`config.mk`:
```
export PLATFORM = sky130hd
export DESIGN_NAME = spi_master_flat
export DESIGN_NICKNAME = d
export VERILOG_FILES = /design/src/rtl/spi_master_if.sv /design/src/rtl/spi_master.sv /design/src/flat_wrapper.sv
export SDC_FILE = /design/constraint.sdc
export NUM_CORES = 1
export LEC_CHECK = 0
export ABC_AREA = 1
export BUFFER_PORTS_ARGS = -buffer_cell sky130_fd_sc_hd__buf_2
export CORE_ASPECT_RATIO = 0.9
export CORE_UTILIZATION = 59
export CTS_CLUSTER_DIAMETER = 100
export DETAILED_ROUTE_END_ITERATION = 6
export PLACE_DENSITY = 0.82
export RECOVER_POWER = 50
export SYNTH_ARGS = -nofsm -noshare
export SYNTH_HDL_FRONTEND = slang
export SYNTH_SLANG_ARGS = --single-unit
```
`constraint.sdc`:
```
create_clock -name clk -period 2.32 [get_ports clk]
set_input_delay 0.464 -clock clk [delete_from_list [all_inputs] [get_ports clk]]
set_output_delay 0.464 -clock clk [all_outputs]
set_load 0.005 [all_outputs]
```
`src/rtl/spi_master_if.sv`:
```
// rtl/spi_master_if.sv - parallel word and SPI pin bundle for spi_master; cs_n present when SPI_MASTER_CS_EN is defined
interface spi_master_if #(
  parameter int N = 8
);
  logic         start;
  logic [N-1:0] tx_data;
  logic         busy;
  logic         done;
  logic [N-1:0] rx_data;
  logic         spi_clk;
  logic         mosi;
  logic         miso;
`ifdef SPI_MASTER_CS_EN
  logic         cs_n;
`endif

`ifdef SPI_MASTER_CS_EN
  modport master (
    input  start, tx_data, miso,
    output busy, done, rx_data, spi_clk, mosi, cs_n
  );
  modport slave (
    output start, tx_data, miso,
    input  busy, done, rx_data, spi_clk, mosi, cs_n
  );
`else
  modport master (
    input  start, tx_data, miso,
    output busy, done, rx_data, spi_clk, mosi
  );
  modport slave (
    output start, tx_data, miso,
    input  busy, done, rx_data, spi_clk, mosi
  );
`endif
endinterface

```
`src/rtl/spi_master.sv`:
```
// rtl/spi_master.sv - SPI mode-0 master, N-bit full-duplex MSB-first transfers; optional cs_n via SPI_MASTER_CS_EN
module spi_master #(
  parameter int N       = 8,
  parameter int CLK_DIV = 2
) (
  input  logic        clk,
  input  logic        reset,
  spi_master_if.master bus
);

  localparam int DW = $clog2(CLK_DIV + 1);
  localparam int BW = $clog2(N);
  localparam logic [DW-1:0] DIV_LAST = DW'(CLK_DIV - 1);
  localparam logic [BW-1:0] BIT_LAST = BW'(N - 1);

  typedef enum logic [1:0] {IDLE, LOW, HIGH, DONE} state_t;

  state_t        state;
  logic [DW-1:0] div_cnt;
  logic [BW-1:0] bit_cnt;
  logic [N-1:0]  tx_shift;
  logic [N-1:0]  rx_shift;

  // Transfer sequencer: IDLE waits for start, LOW/HIGH time each SCK half-period,
  // DONE publishes the received word. Acceptance is gated by state, so a start
  // in the cycle right after the done pulse begins the next transfer.
  always_ff @(posedge clk or posedge reset) begin
    if (reset) begin
      state        <= IDLE;
      div_cnt      <= '0;
      bit_cnt      <= '0;
      tx_shift     <= '0;
      rx_shift     <= '0;
      bus.spi_clk  <= 1'b0;
      bus.mosi     <= 1'b0;
      bus.busy     <= 1'b0;
      bus.done     <= 1'b0;
      bus.rx_data  <= '0;
`ifdef SPI_MASTER_CS_EN
      bus.cs_n     <= 1'b1;
`endif
    end else begin
      case (state)
        IDLE: begin
          bus.spi_clk <= 1'b0;
          bus.done    <= 1'b0;
          if (bus.start) begin
            tx_shift <= bus.tx_data;
            bus.mosi <= bus.tx_data[N-1];
            bit_cnt  <= '0;
            div_cnt  <= '0;
            bus.busy <= 1'b1;
`ifdef SPI_MASTER_CS_EN
            bus.cs_n <= 1'b0;
`endif
            state    <= LOW;
          end else begin
            bus.busy <= 1'b0;
            bus.mosi <= 1'b0;
          end
        end
        LOW: begin
          if (div_cnt == DIV_LAST) begin
            // rising SCK: slave shifts in mosi, we capture miso
            bus.spi_clk <= 1'b1;
            rx_shift    <= {rx_shift[N-2:0], bus.miso};
            div_cnt     <= '0;
            state       <= HIGH;
          end else begin
            div_cnt <= div_cnt + DW'(1);
          end
        end
        HIGH: begin
          if (div_cnt == DIV_LAST) begin
            // falling SCK: present the next bit unless this was the last one
            bus.spi_clk <= 1'b0;
            div_cnt     <= '0;
            if (bit_cnt == BIT_LAST) begin
              state <= DONE;
            end else begin
              bit_cnt  <= bit_cnt + BW'(1);
              tx_shift <= {tx_shift[N-2:0], 1'b0};
              bus.mosi <= tx_shift[N-2];
              state    <= LOW;
            end
          end else begin
            div_cnt <= div_cnt + DW'(1);
          end
        end
        DONE: begin
          bus.rx_data <= rx_shift;
          bus.done    <= 1'b1;
`ifdef SPI_MASTER_CS_EN
          bus.cs_n    <= 1'b1;
`endif
          state       <= IDLE;
        end
        default: state <= IDLE;
      endcase
    end
  end

endmodule
```
`src/flat_wrapper.sv`:
```
// flat-port wrapper written by rule: the top's interface ports become plain ports
module spi_master_flat 
#(
  parameter int N       = 8,
  parameter int CLK_DIV = 2
)
  (clk, reset, bus_start, bus_tx_data, bus_miso, bus_busy, bus_done, bus_rx_data, bus_spi_clk, bus_mosi);
  spi_master_if #(.N(N)) bus_i ();
  input  logic clk;
  input  logic reset;
  input wire logic [$bits(bus_i.start)-1:0] bus_start;
  input wire logic [$bits(bus_i.tx_data)-1:0] bus_tx_data;
  input wire logic [$bits(bus_i.miso)-1:0] bus_miso;
  output wire logic [$bits(bus_i.busy)-1:0] bus_busy;
  output wire logic [$bits(bus_i.done)-1:0] bus_done;
  output wire logic [$bits(bus_i.rx_data)-1:0] bus_rx_data;
  output wire logic [$bits(bus_i.spi_clk)-1:0] bus_spi_clk;
  output wire logic [$bits(bus_i.mosi)-1:0] bus_mosi;
  assign bus_i.start = bus_start;
  assign bus_i.tx_data = bus_tx_data;
  assign bus_i.miso = bus_miso;
  assign bus_busy = bus_i.busy;
  assign bus_done = bus_i.done;
  assign bus_rx_data = bus_i.rx_data;
  assign bus_spi_clk = bus_i.spi_clk;
  assign bus_mosi = bus_i.mosi;
  spi_master #(.N(N), .CLK_DIV(CLK_DIV)) u_core (.clk(clk), .reset(reset), .bus(bus_i));
endmodule
```
Word-level counts from Yosys, hierarchy flattened:

Index checks and enable logic that the tools add are counted.

* register bits after elaboration: 34
* bits of input ports: 12
* output and inout port bits: 12
* word-level logic and storage cells: 58

* add/subtract/negate cells: 2
* equal/unequal tests: 9
* mux-type cells: 25
* reductions and logical operators: 12

Operator list (count)
* $mux W7: 3
* $pmux W7 S2: 1
* $mux W2: 6
* $mux W3: 3
* $reduce_and A3 Y1: 3
* $pmux W2 S4: 1
* $mux W1: 6
* $pmux W3 S2: 1
* $reduce_bool A2 Y1: 3
* $eq A2 B1 Y1 const B: 2
* $eq A2 B2 Y1 const B: 2
* $ne A2 B1 Y1 const B: 2
* $ne A2 B2 Y1 const B: 2
* $pmux W1 S2: 2
* $pmux W2 S2: 1
* $reduce_and A2 Y1: 2
* $reduce_and A4 Y1: 1
* $add A3 B1 Y3 const B: 1
* $eq A3 B3 Y1 const B: 1
* $pmux W1 S3: 1
* $reduce_bool A3 Y1: 1
* $add A2 B1 Y2 const B: 1
* $logic_not A2 Y1: 1
* $reduce_or A2 Y1: 1

Depth between registers and ports, before layout:

* word-level depth: 4
* depth in mapped cells: 8

Least setup slack after synthesis:

OpenSTA, ideal clock, no wires.

* path kind: reg2reg
* start: register u_core.state[0]
* end: register u_core.state[1]
* library setup time: 0.119 ns
* arrival: 1.319 ns
* setup slack: 0.883 ns
* cell stages (with the launch flop): 7
* path buffers: 0
* period minus slack after synthesis: 1.437 ns
* cell sequence: dfrtp_1 -> inv_1 -> ha_1 -> o21ai_0 -> nand2_1 -> nand2_1 -> nand2_1

* word-level cells in the longest chain between the ends: 3
* elaborated cells between the ends (all ways): 9
* those cells by class: eq/ne: 6; mux: 1; reduce/logical: 2

Ends and longest elaborated chain
* start, declared: line spi_master.sv:18 `state_t state;`
* start signal, assigned: line spi_master.sv:29 `state <= IDLE;`
* start signal, assigned: line spi_master.sv:56 `state <= LOW;`
* start signal, assigned: line spi_master.sv:68 `state <= HIGH;`
* $eq A2 B1 Y1, or another cell as far along: line spi_master.sv:43 `case (state)`
* $ne A2 B1 Y1 (no source line) or $ne A2 B2 Y1 (tied branches)
* $reduce_and A3 Y1 (no source line)

Parallel ways exist; a longest one is shown, timed or not.
A chain may end at the register's enable or synchronous reset.

Final worst setup path:

* start: register u_core.state[0]
* end: register u_core.tx_shift[1]

* word-level cells in the longest chain between the ends: 3
* elaborated cells between the ends (all ways): 8
* those cells by class: eq/ne: 4; mux: 1; reduce/logical: 3

Ends and longest elaborated chain
* $eq A2 B2 Y1 or $logic_not A2 Y1 (tied branches): line spi_master.sv:43
* $ne A2 B1 Y1 (no source line), or another cell as far along
* $reduce_and A4 Y1 (no source line)
* end signal, assigned: line spi_master.sv:48 `tx_shift <= bus.tx_data;`
* end signal, assigned: line spi_master.sv:82 `tx_shift <= {tx_shift[N-2:0], 1'b0};`
* end, declared: line spi_master.sv:21 `logic [N-1:0] tx_shift;`

Parallel ways exist; a longest one is shown, timed or not.

==> implementation parameters <==
Parameter                              Value

Status
  Run status ... finished with violations
  Violations in the final reports ... DRC

STA
  Relative slew slack ... 19.69%
  Max Freq ... 483.3 MHz
  Worst Setup Slack, final ... 0.2509 ns
  Share of the cycle needed by the critical path after routing ... 89.19%
  Maximum clock skew at final layout ... 0.01127 ns
  Time the final worst path needs with I/O delays and setup ... 2.069 ns
  RSZ-0062 raised after global routing ... false
  Max-slew violation count ... 0
  Final setup viols ... 0
  Setup TNS Final ... 0 ns
  Number of failing hold endpoints at the final stage ... 0
  Measured slew at the worst slew-check pin ... 1.205 ns

Synthesis
  Number of flops mapped to enable cells by yosys ... 0
  Fraction of synthesis flops using an asynchronous set or reset pin ... 100.0%
  Post-synth top area share ... 53.33%
  Most frequent cell after synthesis ... nand2_1
  Ranking of synthesized cells by instance count ... 79 x nand2_1, 34 x dfrtp_1, 17 x inv_1
  Net Count, Synth ... 213
  Number of different library cells in the post-synthesis netlist ... 15
  Gate count after technology mapping ... 193
  Mean Syn Cell Area ... 8.266 um^2
  Post-synth design cell area ... 1595 um^2
  Sequential share of the synthesized area ... 53.33%
  Main flop type after synthesis ... dfrtp_1
  Library cell with the largest summed area after synthesis ... dfrtp_1
  Area contributors post-synth ... dfrtp_1 53%, nand2_1 19%, ha_1 6.3%
  Flop and latch count out of synthesis ... 34
  Yosys warnings ... 0

Global routing
  Met1 routing resource usage after global routing ... 31.28%
  Vias in the first global route ... 1215
  Global Route Usage Sum ... 25.07%
  Wire length of the first global-routing pass ... 5313 um
  Gr busiest metal ... met2
  Maximum number of pins on one net before global-route repair ... 25
  Met3 Track Usage GR ... 9.873%
  Met2 track demand over resource in global routing ... 39.88%
  Initial antenna violation count ... 0
  Total overflow reported by the global router ... 0

Cells and area
  Share of final-layout standard cells stronger than drive strength 1 ... 15.98%
  Number of nets at the end of the flow ... 238
  Fraction of the core area covered by cells at the end of the flow ... 71.68%
  Layout filler cell count ... 197
  Count of inserted antenna diode cells ... 0
  Post-synthesis to final-layout area growth ... 12.78%

Floorplan
  Core footprint ... 2510 um^2
  IO Count ... 24
  Die width ... 56.81 um
  Die area ... 2916 um^2
  Die Y-Extent ... 51.33 um
  Starting density of the core ... 63.56%
  Row count ... 17

Pwr
  Clock share of power ... 17.8%
  Internal power of the cells ... 0.001412 W
  Power share of the sequential group ... 41.3%
  Combinational share of power ... 40.9%
  Lkg Pwr ... 1.033 nW
  Reported net switching power ... 0.0009909 W
  Net switching fraction of the power ... 41.24%
  Power per cell area ... 1335 nW/um^2
  Highest ir drop seen on vdd ... 0.7564 mV

Worst setup path
  Critical R2R Launch ... u_core.state[0]$_DFFE_PP0P_
  Worst R2R Path Depth ... 6
  Slowest stage cell on the critical path ... ha_1
  Arrival time reported for the critical path endpoint ... 2.34 ns
  CP Data Required Time ... 2.59 ns
  Cell-by-cell listing of the critical path ... inv_1 > ha_1 > nand2_1 > nand3_2 > nand2_1 > nand2_1
  Cell occurring most often along the worst timing path ... nand2_1
  Crit path max fanout ... 16
  Largest incremental delay on the critical path ... 0.53 ns
  Critical Setup Path Class ... reg2reg
  Worst setup SP type ... register
  Launching instance or port of the critical path ... u_core.state[0]$_DFFE_PP0P_
  Crit end category ... register

Clock network
  TritonCTS clock tree ... done
  Number of buffers created by CTS ... 5
  Post-CTS Hold Buffers ... 0
  CTS clk-pin slew, worst paths ... 0.11 ns
  Number of levels the H-tree was split into ... 2
  Worst skew pair latency ... 0.33 ns
  Library cell used as clock root buffer ... clkbuf_4
  Clock Path Buffers ... 2
  Number of cells upsized or downsized after cts ... 0
  Sink count of the clock tree ... 34
  Number of buffers added for setup after CTS ... 0

Drt
  Detail Route Antenna Nets ... 0
  Count of vias placed by the detailed router ... 1312
  DRC viols ... 2
  First-pass iteration count of the detailed router ... 6
  Wire length per cell after detailed routing ... 12.71 um
  DR iter-0 viols ... 56
  Via/cell ratio ... 5.312
  Final WL ... 3139 um

Place
  Final Wtd Congestion ... 0.8284
  Number of I/O port buffers ... 23
  Worst slack at placement ... 0.3707 ns
  Post-detail-place hpwl ... 2297 um

Run
  MaxCap Viol Count ... 0

Min path
  Worst min path class ... in2async
==> path summary, 6_finish.rpt <==
kind                                                           to  slack (ns)
worst max-delay path               u_core.tx_shift[1]$_DFFE_PP0P_        0.25
worst min-delay path                u_core.div_cnt[1]$_DFFE_PP0P_        0.10
worst max register to register     u_core.tx_shift[1]$_DFFE_PP0P_        0.25
worst min register to register  u_core.bus.rx_data[4]$_DFFE_PP0P_        0.48
max in group asynchronous           u_core.bit_cnt[0]$_DFFE_PP0P_        0.76
min in group clk                   u_core.rx_shift[0]$_DFFE_PP0P_        0.39
==> stage by stage <==
step / power, W / hold slack [ns] / instance area [um^2] / instances
floorplan: 0.001713 / 0.4422 / 1595 / 193
global placement: 0.001908 / 0.4497 / 1720 / 239
detailed placement: 0.001981 / 0.4538 / 1720 / 239
CTS: 0.002411 / 0.1146 / 1803 / 247
global route: 0.002620 / 0.1081 / 1799 / 247
finish: 0.002403 / 0.1031 / 1799 / 247
==> cells by family after synthesis <==
kind of cell | count (synthesis) | share of synthesized area [%]
AND/OR/NAND/NOR | 109 | 28.47
flip-flops | 34 | 53.33
buffers and inverters | 24 | 6.274
AO/OA/AOI/OAI | 18 | 5.647
adder cells (fa/ha/maj) | 8 | 6.275
==> state kept, by name, summed over array words and instances, names as in the netlist <==
register,flops
u_core.bus.busy,1
u_core.state,2
u_core.bus.done,1
u_core.bus.rx_data,8
u_core.bus.spi_clk,1
u_core.tx_shift,7
u_core.bit_cnt,3
u_core.bus.mosi,1
u_core.rx_shift,8
u_core.div_cnt,2
==> placed cells by master, fill, tap and decap left out <==
| cell type | n |
|---|---|
| nand2_1 | 79 |
| dfrtp_1 | 34 |
| buf_2 | 23 |
| inv_1 | 17 |
| o21ai_0 | 13 |
| nor2_1 | 10 |
| nand4_1 | 10 |
| ha_1 | 8 |
| nand3_1 | 7 |
| a21oi_1 | 5 |
| clkbuf_4 | 5 |
| clkinvlp_4 | 2 |
| inv_2 | 1 |
| nand2_2 | 1 |
| nand3_2 | 1 |
| or2_2 | 1 |
| bufinv_16 | 1 |
| clkbuf_1 | 1 |
==> critical path, delay by kind of cell (launching register included) <==
family                   cells  cell delay, ns
flip-flops                   1            0.45
buffers and inverters        1            0.16
adder cells (fa/ha/maj)      1            0.53
AND/OR/NAND/NOR              4            0.87
==> cell type report <==
cell class	instances	area (um^2)	share of cell area [%]
well taps	28	35.03	1.947
clock inverters	3	45.04	2.503
flip-flops and latches	34	850.8	47.29
inverters	18	67.56	3.755
multi-input cells	135	644.4	35.81
clock buffers	5	37.54	2.086
repair buffers	24	118.9	6.606
==> power by group through the flow <==
stage / combinational, W / clock [W] / sequential [W]
after CTS: 0.000987 / 0.000434 / 0.000990
after global placement: 0.000921 / 0 / 0.000987
after detailed placement: 0.000986 / 0 / 0.000995
after floorplan: 0.000735 / 0 / 0.000978
final: 0.000984 / 0.000427 / 0.000992
after global routing: 0.00113 / 0.000469 / 0.00102
==> per-layer routing <==
layer | vias to the layer above | routed length (um)
li1 | 660 | -
met1 | 622 | 1468
met2 | 28 | 1497
met3 | 2 | 147
met4 | 0 | 26
met5 | - | 0
No activity file was read; power rests on OpenSTA's default activity.
